--- src/rtl/div_serial.sv ---
`timescale 1ns/1ps
// div_serial
//   Sequential unsigned restoring divider, one quotient bit per clock.
//   Produces floor(dividend/divisor) and dividend mod divisor for the
//   downstream fractional divider.
//
// Ports
//   clk         clock, all state on rising edge
//   rst         asynchronous, active-low reset
//   start       request a division (taken when idle, or on the DONE cycle)
//   dividend    unsigned numerator, captured on the accepting edge
//   divisor     unsigned denominator, captured on the accepting edge
//   ready       block idle, start will be accepted
//   done        one-cycle pulse, results valid this cycle and held afterwards
//   quotient    floor(dividend/divisor); all-ones when divisor=0
//   remainder   dividend mod divisor; equals dividend when divisor=0
//   div_by_zero last completed division had divisor=0
module div_serial #(
   parameter int unsigned DATA_W = 32
) (
   input  logic              clk,
   input  logic              rst,
   input  logic              start,
   input  logic [DATA_W-1:0] dividend,
   input  logic [DATA_W-1:0] divisor,
   output logic              ready,
   output logic              done,
   output logic [DATA_W-1:0] quotient,
   output logic [DATA_W-1:0] remainder,
   output logic              div_by_zero
);

   localparam int unsigned CNT_W = (DATA_W > 2) ? $clog2(DATA_W) : 1;
   localparam logic [CNT_W-1:0] LAST_ITER = CNT_W'(DATA_W - 1);

   typedef enum logic [1:0] {
      IDLE,
      RUN,
      DONE
   } state_t;

   state_t            state;
   logic [CNT_W-1:0]  cnt;
   logic [DATA_W-1:0] sh;      // dividend bits shift out of the top, quotient bits in at the bottom
   logic [DATA_W-1:0] dsr;
   logic [DATA_W-1:0] r;       // partial remainder; always < divisor so DATA_W bits hold it
   logic              zflag;

   logic [DATA_W:0]   r_sh;
   logic [DATA_W-1:0] r_diff;
   logic              ge;
   logic [DATA_W-1:0] r_nxt;
   logic [DATA_W-1:0] q_nxt;

   // One restoring step. The compare is DATA_W+1 wide; the low DATA_W bits
   // of the difference are all that survive when the subtraction is taken.
   always_comb begin
      r_sh   = {r, sh[DATA_W-1]};
      r_diff = r_sh[DATA_W-1:0] - dsr;
      ge     = (r_sh >= {1'b0, dsr});
      r_nxt  = ge ? r_diff : r_sh[DATA_W-1:0];
      q_nxt  = {sh[DATA_W-2:0], ge};
   end

   always_ff @(posedge clk or negedge rst) begin
      if (!rst) begin
         state       <= IDLE;
         cnt         <= '0;
         sh          <= '0;
         dsr         <= '0;
         r           <= '0;
         zflag       <= 1'b0;
         ready       <= 1'b1;
         done        <= 1'b0;
         quotient    <= '0;
         remainder   <= '0;
         div_by_zero <= 1'b0;
      end else begin
         case (state)
            IDLE: begin
               done <= 1'b0;
               if (start) begin
                  sh    <= dividend;
                  dsr   <= divisor;
                  r     <= '0;
                  cnt   <= '0;
                  zflag <= (divisor == '0);
                  ready <= 1'b0;
                  state <= RUN;
               end
            end
            RUN: begin
               sh  <= q_nxt;
               r   <= r_nxt;
               cnt <= cnt + 1'b1;
               if (cnt == LAST_ITER) begin
                  cnt         <= '0;
                  done        <= 1'b1;
                  quotient    <= q_nxt;
                  remainder   <= r_nxt;
                  div_by_zero <= zflag;
                  state       <= DONE;
               end
            end
            DONE: begin
               done <= 1'b0;
               // A start held through DONE is taken on the edge leaving it,
               // so back-to-back divisions run every DATA_W+1 cycles.
               if (start) begin
                  sh    <= dividend;
                  dsr   <= divisor;
                  r     <= '0;
                  cnt   <= '0;
                  zflag <= (divisor == '0);
                  state <= RUN;
               end else begin
                  ready <= 1'b1;
                  state <= IDLE;
               end
            end
            default: begin
               done  <= 1'b0;
               ready <= 1'b1;
               state <= IDLE;
            end
         endcase
      end
   end

endmodule

--- config.mk ---
export PLATFORM = sky130hd
export DESIGN_NAME = div_serial
export DESIGN_NICKNAME = d
export VERILOG_FILES = /design/src/rtl/div_serial.sv
export SDC_FILE = /design/constraint.sdc
export NUM_CORES = 1
export LEC_CHECK = 0
export BUFFER_PORTS_ARGS = -buffer_cell sky130_fd_sc_hd__buf_2
export CORE_AREA = 8 8 186 188
export CTS_BUF_LIST = sky130_fd_sc_hd__clkbuf_16
export CTS_CLUSTER_DIAMETER = 50
export DETAILED_ROUTE_END_ITERATION = 8
export DIE_AREA = 0 0 194 196
export PLACE_DENSITY = 0.5
export SKIP_CTS_REPAIR_TIMING = 1
export SLEW_MARGIN = 20
export SYNTH_ARGS = -nofsm -noshare
export SYNTH_HDL_FRONTEND = slang
export SYNTH_SLANG_ARGS = --single-unit
--- constraint.sdc ---
create_clock -name clk -period 2.93 [get_ports clk]
set_input_delay 0.1465 -clock clk [delete_from_list [all_inputs] [get_ports clk]]
set_output_delay 0.1465 -clock clk [all_outputs]
set_load 0.02 [all_outputs]
**Word-level counts from Yosys, hierarchy flattened**

Index checks and enable logic that the tools add are counted.
W data, S select, Z words.

- Add/subtract/negate cells: 2
- Bitwise gates (word level): 1
- Equality and inequality tests: 7
- Multiplexer cells: 17
- Reduce and logical (&&, ||, !) cells: 9
- Magnitude comparators: 1

Operator list:

| operator | number |
|---|---|
| $pmux W32 S2 | 2 |
| $mux W32 | 3 |
| $ge A33 B32 Y1 | 1 |
| $logic_not A32 Y1 | 1 |
| $sub A32 B32 Y32 | 1 |
| $mux W5 | 2 |
| $pmux W5 S2 | 1 |
| $reduce_and A2 Y1 | 4 |
| $ne A2 B2 Y1 const B | 3 |
| $pmux W2 S3 | 1 |
| $add A5 B1 Y5 const B | 1 |
| $eq A5 B5 Y1 const B | 1 |
| $mux W1 | 5 |
| $mux W2 | 2 |
| $pmux W1 S3 | 1 |
| $reduce_and A3 Y1 | 1 |
| $eq A2 B1 Y1 const B | 1 |
| $eq A2 B2 Y1 const B | 1 |
| $logic_not A2 Y1 | 1 |
| $ne A2 B1 Y1 const B | 1 |
| $reduce_bool A2 Y1 | 1 |
| $reduce_or A2 Y1 | 1 |
| $not A1 Y1 | 1 |

- Bits in registers: 171
- Output and inout bits: 67
- Logic and storage cells: 48
- Input bits: 67

**Logic depth before layout (Yosys ltp)**

Gate-level depths: netlist of run 1.

- Depth after elaboration: 4
- Mapped depth: 12
- Depth with buffers taken out: 12

**Worst setup path after synthesis of run 1**

No wires, ideal clock.

- Path kind: register -> register
- From: register sh[31]
- To: register r[24]
- Period minus slack after synthesis: 2.542 ns
- Data required time: 2.804 ns
- Setup time: 0.126 ns
- Cell stages (with the launch flop): 12
- Path buffers: 0
- Arrival time: 2.416 ns
- Path slack: 0.388 ns
- Cell sequence: dfrtp_1 inv_1 ha_1 inv_1 fa_1 a21o_1 a221oi_2 o211ai_2 a21o_1 xor2_1 and3_1 a221o_1

- Longest elaborated chain between the ends: 3
- Elaborated cells on any way between the ends: 4
- Those cells by class: add/sub: 1; order compare: 1; mux: 2

RTL lines:

| item | RTL line | text |
|---|---|---|
| start: declaration | 44 | `logic [DATA_W-1:0] sh;` |
| start signal: assignment | 83 | `sh <= dividend;` |
| start signal: assignment | 93 | `sh <= q_nxt;` |
| start signal: assignment | 110 | `sh <= dividend;` |
| $sub A32 B32 Y32 or $ge A33 B32 Y1 (tied branches) | 59, 60 |  |
| $mux W32 * | 61 | `r_nxt = ge ? r_diff : r_sh[DATA_W-1:0];` |
| $pmux W32 S2 * | 79 | `case (state)` |
| end signal: assignment | 94 | `r <= r_nxt;` |
| end: declaration | 46 | `logic [DATA_W-1:0] r;` |

Every way passes the cells marked *; elsewhere a longest branch is shown, timed or not.
A chain may end at the register's enable or synchronous reset.

**Worst setup path after layout of run 1**

- From: register sh[31]
- To: register remainder[30]

- Longest elaborated chain between the ends: 2
- Elaborated cells on any way between the ends: 3
- Those cells by class: add/sub: 1; order compare: 1; mux: 1

RTL lines:

| item | RTL line | text |
|---|---|---|
| $sub A32 B32 Y32 or $ge A33 B32 Y1 (tied branches) | 59, 60 |  |
| $mux W32 * | 61 |  |
| end signal: assignment | 100 | `remainder <= r_nxt;` |
| end: declaration | 29 | `output logic [DATA_W-1:0] remainder,` |

Marks and branches as above.

==> impl_metrics.json, run 1 <==
{
  "outcome": "complete, but fails checks",
  "violations": "hold timing",
  "syn_area_per_cell_um2": 9.09,
  "finalSetupViolCount": 0,
  "setup_ws_ps": 160,
  "arrival_ps": 3080,
  "syn_nets": 1093,
  "r2r-start": "sh[31]$_DFFE_PN0P_",
  "r2r_cells": 12,
  "io_buffers": 133,
  "ys_ff_latch": 171,
  "synth_top_area_cell": "dfrtp_1",
  "globalplace.congestion": 0.855,
  "antenna_found_initial": 4,
  "end_kind": "flop",
  "clock_latency_ps": 440,
  "die_h_um": 196,
  "drt_pre_antenna_iters": 5,
  "cp-startpoint": "sh[31]$_DFFE_PN0P_",
  "syn-cell-area_um2": 9010,
  "grt_pass1_vias": 7677,
  "core_um2": 31900,
  "clockPowerShare_pct": 13.3,
  "fmax_ghz": 0.361,
  "drc": 0,
  "die_width_um": 194,
  "max_cap_violations": 0,
  "die_area_um2": 38000,
  "cts_root_buffer": "clkbuf_16",
  "leakagePower_nw": 5.43,
  "r2r-end": "remainder[30]$_DFFE_PN0P_",
  "numCtsBuffers": 17,
  "reg2reg_slack_ps": 160,
  "start_util_pct": 28.3,
  "p_per_area_nw_per_um2": 1490,
  "sw_frac_of_total_pct": 46.8,
  "wire_per_inst_um": 16.4,
  "drt-total-wl_um": 26000,
  "viasPerCell": 4.69,
  "fin_worst_skew_ps": 16.4,
  "slowest_delay_ps": 380,
  "pin_count": 134,
  "cts.sinks": 171,
  "pwr-share-seq_pct": 25.2,
  "cp-endpoint": "remainder[30]$_DFFE_PN0P_",
  "cts_tree": "done",
  "dp_hpwl_um": 18900,
  "holdWs_ps": -18.8,
  "drtAntennaViolNets": 0,
  "ys_async_sr_fraction_pct": 100,
  "synthCells": 991,
  "syn_to_final_growth_pct": 26.0,
  "fin_nets": 1259,
  "irDropWorstVdd_uv": 791,
  "share_comb_of_total_power_pct": 61.5,
  "drv_slew": 0,
  "relSlewSlack_pct": 52.7,
  "synth_area_leaders": "dfrtp_1 (47%), nand2_1 (11%), mux2i_1 (6.7%)",
  "grt_pass1_wl_um": 42300,
  "hold_viol_final": 3,
  "drt_iter0_markers": 302,
  "final_util_pct": 35.6,
  "synth_edf_count": 0,
  "path_clk_slew_ps": 80,
  "vias": 7418,
  "rsz0062_at_grt": "false",
  "crit_chain": "inv_1 > ha_1 > inv_1 > fa_2 > a21o_1 > and4_1 > o21bai_2 > a31oi_4 > a21o_1 > a41oi_2 > xor2_1 > o21ai_0",
  "cpMaxStageDelayCell": "dfrtp_1",
  "cts_max_level": 4,
  "cp.required_ps": 3240,
  "netlist.area_leader.share_pct": 47.2,
  "yosysUniqueCellTypes": 66,
  "overflow": 0,
  "critPathMaxFanout": 3,
  "worstSetupPathType": "flop to flop",
  "crit_path_start_kind": "flop",
  "drive_gt1_share_pct": 19.9,
  "p_int_mw": 9.02,
  "grt_max_degree": 95,
  "std_cell_rows": 66,
  "pre_cts_ws_ps": -5.06,
  "ys_seq_area_share_pct": 47.5,
  "synth_ff_type": "dfrtp_1",
  "worstMarginPinSlew_ps": 704,
  "period_minus_slack_ps": 2770,
  "switchingPower_mw": 7.95,
  "clk_path_buf_depth": 2,
  "hold_class": "input pin to flop",
  "yosysWarnings": 0,
  "grt_use_total_pct": 13.7,
  "finalCritPeriodShare_pct": 94.5
}
-- synthesized netlist by cell type (3+ instances only) --
master and n:
a21o_1 19, nand4_1 14, nor2_1 26, buf_2 12, nor3b_1 4, nand2_1 255
nor4_1 12, xor2_1 11, nor3_1 8, ha_1 34, xnor2_1 19, a211oi_1 3
a22o_1 3, o31ai_1 3, a2bb2oi_1 3, buf_1 3, buf_6 3, inv_1 41
o21bai_1 4, mux2i_1 60, o21ai_0 94, dfrtp_1 170, and3_1 7, o21ai_1 51
nand3_1 9, nor2b_1 5, clkbuf_1 37, a21oi_1 30
-- power by group through the flow --
stage / logic (mW) / clock network [mW] / registers, mW
floorplan: 6.73 / 0 / 4.70
global placement: 10.1 / 0 / 4.31
detailed placement: 10.2 / 0 / 4.32
CTS: 10.3 / 2.35 / 4.29
global route: 11.6 / 2.43 / 4.44
finish: 10.4 / 2.25 / 4.28
-- critical path: cells and delay by family, from the launching register on --
| kind | cells | cell delay, ps |
|---|---|---|
| AOI/OAI and AO/OA | 6 | 1190 |
| adders and majority gates | 2 | 510 |
| DFF | 1 | 380 |
| and+or+nand+nor | 1 | 230 |
| xor gates and xnor gates | 1 | 220 |
| buffers and inverters | 2 | 120 |
-- cells by family after synthesis --
| logic type | after synthesis | synth area share [%] |
|---|---|---|
| adders and majority gates | 36 | 5.05 |
| muxes | 62 | 6.92 |
| DFF | 171 | 47.5 |
| and+or+nand+nor | 349 | 16.4 |
| buffers and inverters | 97 | 4.47 |
| AOI/OAI and AO/OA | 246 | 16.7 |
| xor gates and xnor gates | 30 | 2.92 |
-- through the flow --
stage	power [mW]	setup TNS, ps	cell area, µm²	cells
finish	17.0	0	11300	1580
global placement	14.4	0	10300	1508
global route	18.5	0	11300	1578
CTS	16.9	-72.7	10900	1540
detailed placement	14.5	-5.06	10300	1508
floorplan	11.4	0	9010	991
-- metal layers --
layer,up-vias,global-route usage (%),part of all wire (%)
met5,-,0,0.14
met4,6,2.97,0.66
met3,14,4.35,5.1
met2,114,22.1,47
met1,3527,17.9,47
li1,3757,-,-
-- worst min path at each step --
stage | start | to | slack (ps) | cells past startpoint
after floorplan | rst | cnt[0]$_DFFE_PN0P_ | -150 | 0
after global placement | rst | quotient[13]$_DFFE_PN0P_ | 180 | 1
after detailed placement | rst | quotient[13]$_DFFE_PN0P_ | 190 | 1
after CTS | rst | quotient[13]$_DFFE_PN0P_ | -300 | 1
after global routing | dividend[0] | sh[0]$_DFFE_PN0P_ | 1 | 3
final | dividend[20] | sh[20]$_DFFE_PN0P_ | -20 | 3
-- cells in the final DEF (no fill, tap or decap), drive strengths merged, types with 3 or more instances in the layout --
| cell | instances |
|---|---|
| nor2b | 5 |
| inv | 47 |
| nand3 | 9 |
| o21bai | 4 |
| xnor2 | 19 |
| nor3 | 8 |
| dlygate4sd3 | 37 |
| buf | 166 |
| clkbuf | 17 |
| mux2i | 60 |
| nand2 | 256 |
| clkinv | 8 |
| o21ai | 145 |
| a21o | 19 |
| o31ai | 4 |
| a2bb2oi | 3 |
| ha | 34 |
| a41oi | 3 |
| a21oi | 32 |
| nand4 | 14 |
| a211oi | 4 |
| xor2 | 11 |
| nor3b | 4 |
| nor4 | 12 |
| and3 | 7 |
| a22o | 3 |
| dfrtp | 170 |
| nor2 | 26 |
-- area by class of cell --
type	count	area (µm²)
diodes	2	5.00
clock buffers	17	425
clock inverters	15	155
fillers	3312	20500
inverters	41	154
multi-input cells	723	4430
flip-flops and latches	171	4280
well taps	408	510
repair buffers	203	1390
-- registers in the layout, indices dropped and copies added, names as in the netlist --
| register | count |
|---|---|
| dsr | 32 |
| quotient | 32 |
| r | 32 |
| remainder | 32 |
| sh | 32 |
| cnt | 5 |
| state | 2 |
| div_by_zero | 1 |
| done | 1 |
| ready | 1 |
| zflag | 1 |
Power figures use the tool's default switching activity.
==> inputs of run 2 (changes only) <==
- CORE_AREA: 8 8 186 188 -> 8 8 151 153
- DIE_AREA: 0 0 194 196 -> 0 0 159 161
- PLACE_DENSITY: 0.5 -> default
==> run 2 against run 1 <==
The run still ends with hold timing left. Highest routed layer unchanged. Flip-flop and latch count stayed put. Largest cell class unchanged. Worst setup slack worse by 57 ps. Wire length is 6.3% lower. Clock-buffer cell count stayed put. Via count is 0.12% lower. Cell area is 2.8% lower. Non-clock buffer count is 11 lower. Core utilization is 18 points higher.
==> impl_metrics.json, run 2 (synthesized netlist as in run 1, its figures left out) <==
{
  "fin_worst_skew_ps": 14.8,
  "end_kind": "flop",
  "max_cap_violations": 0,
  "hold_viol_final": 4,
  "fmax_ghz": 0.354,
  "std_cell_rows": 53,
  "drive_gt1_share_pct": 19.2,
  "die_h_um": 161,
  "globalplace.congestion": 0.871,
  "viasPerCell": 5.16,
  "drv_slew": 0,
  "wire_per_inst_um": 17.0,
  "place_inst": 1371,
  "holdWs_ps": -23.1,
  "period_minus_slack_ps": 2830,
  "clock_latency_ps": 440,
  "relSlewSlack_pct": 58.0,
  "die_width_um": 159,
  "numCtsBuffers": 17,
  "io_buffers": 133,
  "nFillCells": 1923,
  "final_cell_mix": "nand2_1 (254), dfrtp_1 (169), buf_2 (132)",
  "crit_chain": "ha_1 > a21oi_1 > o211ai_1 > a41oi_2 > o22ai_1 > o31ai_4 > nand2_4 > buf_12 > mux2i_1 > o21ai_1",
  "grt_pass1_wl_um": 39500,
  "final_cells": 1435,
  "overflow": 0,
  "final_common_cell": "nand2_1",
  "die_area_um2": 25600,
  "finalCritPeriodShare_pct": 96.5,
  "cts_root_buffer": "clkbuf_16",
  "drt_iter0_markers": 346,
  "pin_count": 134,
  "cts_tree": "done",
  "cts.sinks": 171,
  "grt_pass1_vias": 7545,
  "violations": "hold timing",
  "grt_max_degree": 95,
  "drc": 0,
  "slowest_delay_ps": 410,
  "vias": 7409,
  "crit_path_start_kind": "flop",
  "finalSetupViolCount": 0,
  "arrival_ps": 3130,
  "core_um2": 20600,
  "syn_to_final_growth_pct": 22.4,
  "path_clk_slew_ps": 70,
  "worstMarginPinSlew_ps": 630,
  "drtAntennaViolNets": 0,
  "start_util_pct": 43.8,
  "cp.required_ps": 3230,
  "cts_max_level": 4,
  "worstSetupPathType": "flop to flop",
  "drt-total-wl_um": 24300,
  "clk_path_buf_depth": 2,
  "antenna_found_initial": 2,
  "critPathMaxFanout": 23,
  "grt_use_total_pct": 18.9,
  "cpMaxStageDelayCell": "dfrtp_1",
  "hold_class": "input pin to flop",
  "dp_hpwl_um": 17400,
  "drt_pre_antenna_iters": 4,
  "fin_nets": 1248,
  "outcome": "complete, but fails checks"
}
-- run 2: changes by cell type in the layout (fill, tap and decap cells not counted), sizes merged --
cell / before / now
inv: 47 / 48
clkinv: 8 / 7
buf: 166 / 161
dlygate4sd3: 37 / 31
diode: 2 / 1
-- run 2: critical path, delay by kind of cell (launching register included) --
kind,cells,cell delay [ps]
and+or+nand+nor,1,120
AOI/OAI and AO/OA,6,1240
DFF,1,410
adders and majority gates,1,400
muxes,1,290
buffers and inverters,1,210
-- run 2: path summary, 6_finish.rpt --
kind | from | to | slack [ps] | cells after the start
setup / recovery | r[19]$_DFFE_PN0P_ | remainder[21]$_DFFE_PN0P_ | 100 | 10
hold / removal | divisor[11] | dsr[11]$_DFFE_PN0P_ | -20 | 3
setup reg to reg | r[19]$_DFFE_PN0P_ | remainder[21]$_DFFE_PN0P_ | 100 | 10
hold reg to reg | quotient[0]$_DFFE_PN0P_ | quotient[0]$_DFFE_PN0P_ | 470 | 2
max in group asynchronous | rst | r[8]$_DFFE_PN0P_ | 1780 | 3
min in group asynchronous | rst | remainder[17]$_DFFE_PN0P_ | 210 | 2
-- run 2: routing by layer --
metal | global-route usage [%] | share of wire [%]
met1 | 24.2 | 47
met2 | 31.1 | 47
met3 | 5.19 | 5.2
met4 | 4.72 | 1.2
met5 | 0 | 0.041
-- run 2: final cells by class --
cell class                      instances  area, µm²  area share (%)
Multi-Input combinational cell        723       4410            40.0
Sequential cell                       171       4280            38.8
Timing Repair Buffer                  192       1230            11.2
Clock buffer                           17        425            3.86
Tap cell                              275        344            3.12
Clock inverter                         15        180            1.63
Inverter                               41        154            1.40
Antenna cell                            1       2.50          0.0227
-- run 2: through the flow --
step	instance area, µm²	utilization [%]	setup TNS [ps]	setup WS, ps
2_1_floorplan	9010	-	0	388
3_3_place_gp	10000	48.9	0	101
3_5_place_dp	10000	48.9	0	32.6
4_1_cts	10700	51.8	0	8.68
5_1_grt	11000	53.7	-20.0	-11.1
6_report	11000	53.7	0	103
Power of run 2 is not shown: default switching activity piles up to over one toggle a cycle in this logic, so the estimate is an artifact.
==> inputs of run 3 (changes only) <==
- GPL_TIMING_DRIVEN: default -> 0
- SETUP_SLACK_MARGIN: default -> 0.4
- TNS_END_PERCENT: default -> 5
==> run 3 against run 2 <==
Clock-buffer cell count unchanged. First-iteration DRC count up 52%. Worst hold slack got worse by 7.5 ps. Clock skew decreased by 3.8 ps. The run still ends with hold timing left. Flip-flop and latch count unchanged. Global-route usage is 0.82 points higher. Via count increased by 6.4%. Sequential share of layout area down 2.0 points. Critical endpoint is now remainder[22]$_DFFE_PN0P_. Core utilization is 2.9 points higher. Critical path depth rose by 1. Register-to-register slack hardly changed. Wire length rose by 8.4%.
==> impl_metrics.json, run 3 (synthesized netlist as in run 1, its figures left out) <==
{
  "hold_depth": 3,
  "fin_nets": 1304,
  "fin_worst_skew_ps": 11.0,
  "die_area_um2": 25600,
  "fin_area_um2": 11600,
  "cts_tree": "done",
  "cts_root_buffer": "clkbuf_16",
  "grt_use_total_pct": 19.7,
  "min-delay-start": "divisor[13]",
  "final_cell_mix": "nand2_1 (253), dfrtp_1 (169), buf_2 (136)",
  "drv_slew": 0,
  "hold_viol_final": 4,
  "std_cell_rows": 53,
  "wire_per_inst_um": 17.7,
  "worstMarginPinSlew_ps": 791,
  "vias": 7884,
  "crit_path_start_kind": "flop",
  "outcome": "complete, but fails checks",
  "numCtsBuffers": 17,
  "syn_to_final_growth_pct": 29.0,
  "cp.required_ps": 3230,
  "wl_met1_um": 12100,
  "io_buffers": 133,
  "critical_path_buf_inv_count": 2,
  "wl_met2_um": 12800,
  "slowest_delay_ps": 420,
  "finalCritPeriodShare_pct": 96.4,
  "routed.top_layer": "met4",
  "drt_iter0_markers": 525,
  "viasPerCell": 5.29,
  "fmax_ghz": 0.354,
  "finalSetupViolCount": 0,
  "period_minus_slack_ps": 2820,
  "grt_max_degree": 95,
  "start_util_pct": 43.8,
  "end_kind": "flop",
  "cpMaxStageDelayCell": "dfrtp_1",
  "reg2reg_slack_ps": 110,
  "globalplace.congestion": 0.856,
  "pin_count": 134,
  "finalSetupTns_ps": 0,
  "grt_pass1_vias": 7783,
  "final_common_cell": "nand2_1",
  "drtAntennaViolNets": 0,
  "die_h_um": 161,
  "overflow": 0,
  "n_antenna_cell": 0,
  "grt_pass1_wl_um": 41300,
  "drt_pre_antenna_iters": 5,
  "clock_latency_ps": 430,
  "relSlewSlack_pct": 47.3,
  "dr_wl_met3_um": 1150,
  "critPathMaxFanout": 10,
  "antenna_found_initial": 0,
  "r2r-end": "remainder[22]$_DFFE_PN0P_",
  "max_cap_violations": 0,
  "r2r-start": "r[22]$_DFFE_PN0P_",
  "arrival_ps": 3130,
  "rsz0062_at_grt": "true",
  "path_clk_slew_ps": 70,
  "cp_top_family": "compound AO/OA/AOI/OAI gates",
  "drc": 0,
  "r2r_cells": 11,
  "crit_chain": "ha_1 > buf_6 > nand4_1 > nor2_2 > a32o_2 > a211o_1 > o31ai_4 > nand2_4 > buf_12 > mux2i_2 > o21ai_1",
  "min_to": "dsr[13]$_DFFE_PN0P_",
  "worstSetupPathType": "flop to flop",
  "hold_class": "input pin to flop",
  "drive_gt1_share_pct": 24.9,
  "cts_max_level": 4,
  "clk_path_buf_depth": 2,
  "holdWs_ps": -30.6,
  "die_width_um": 159,
  "place_area_um2": 10100,
  "violations": "hold timing",
  "core_um2": 20600,
  "cts.sinks": 171,
  "drt-total-wl_um": 26400,
  "dp_hpwl_um": 18800
}
run 3: cell count changes in the layout (fill, tap and decap cells not counted), moves of 5 or more:
cell and delta:
a21oi_1 -8, a21oi_4 +5, buf_6 +8, clkbuf_1 +32, clkbuf_2 +5, clkinv_8 -5
ha_1 -9, ha_2 +7, inv_1 -6, inv_2 +7, mux2i_1 -17, mux2i_2 +13
o21ai_0 -7
run 3: final cells by class:
type                       instances  area (µm²)
buffer                            56         337
timing repair buffer             191        1230
clock inverter                    15         133
fill                            1893        8940
sequential                       171        4280
clock buffer                      17         425
multi-input combinational        724        4720
tap                              275         344
inverter                          41         154
run 3: worst max-delay path by stage:
stage	cells after the start	start	slack [ps]	endpoint
after floorplan	12	sh[31]$_DFFE_PN0P_	410	remainder[30]$_DFFE_PN0P_
after global placement	1	rst	-1140	quotient[12]$_DFFE_PN0P_
after detailed placement	12	sh[31]$_DFFE_PN0P_	-130	remainder[30]$_DFFE_PN0P_
after CTS	12	sh[31]$_DFFE_PN0P_	-160	remainder[30]$_DFFE_PN0P_
after global routing	11	r[22]$_DFFE_PN0P_	-8	remainder[19]$_DFFE_PN0P_
final	11	r[22]$_DFFE_PN0P_	110	remainder[22]$_DFFE_PN0P_
run 3: per-layer routing:
layer | vias to the layer above | GRT usage [%]
met2 | 186 | 32.6
li1 | 3834 | -
met5 | - | 0
met4 | 0 | 4.97
met3 | 29 | 4.05
met1 | 3835 | 25.9
run 3: worst reg2reg max path, stage by stage, from the launching register on:
cell	delay (ps)
dfrtp_1	420
ha_1	320
buf_6	130
nand4_1	180
nor2_2	70
a32o_2	250
a211o_1	260
o31ai_4	290
nand2_4	180
buf_12	230
mux2i_2	270
o21ai_1	110
run 3: metrics by stage:
stage | worst slack (ps) | util (%) | std cells
6_report | 105 | 56.5 | 1490
3_3_place_gp | -1140 | 48.7 | 1399
2_1_floorplan | 406 | - | 991
3_5_place_dp | -129 | 48.9 | 1400
4_1_cts | -163 | 51.6 | 1432
5_1_grt | -7.74 | 56.5 | 1490
Power of run 3 is left out for the same reason.
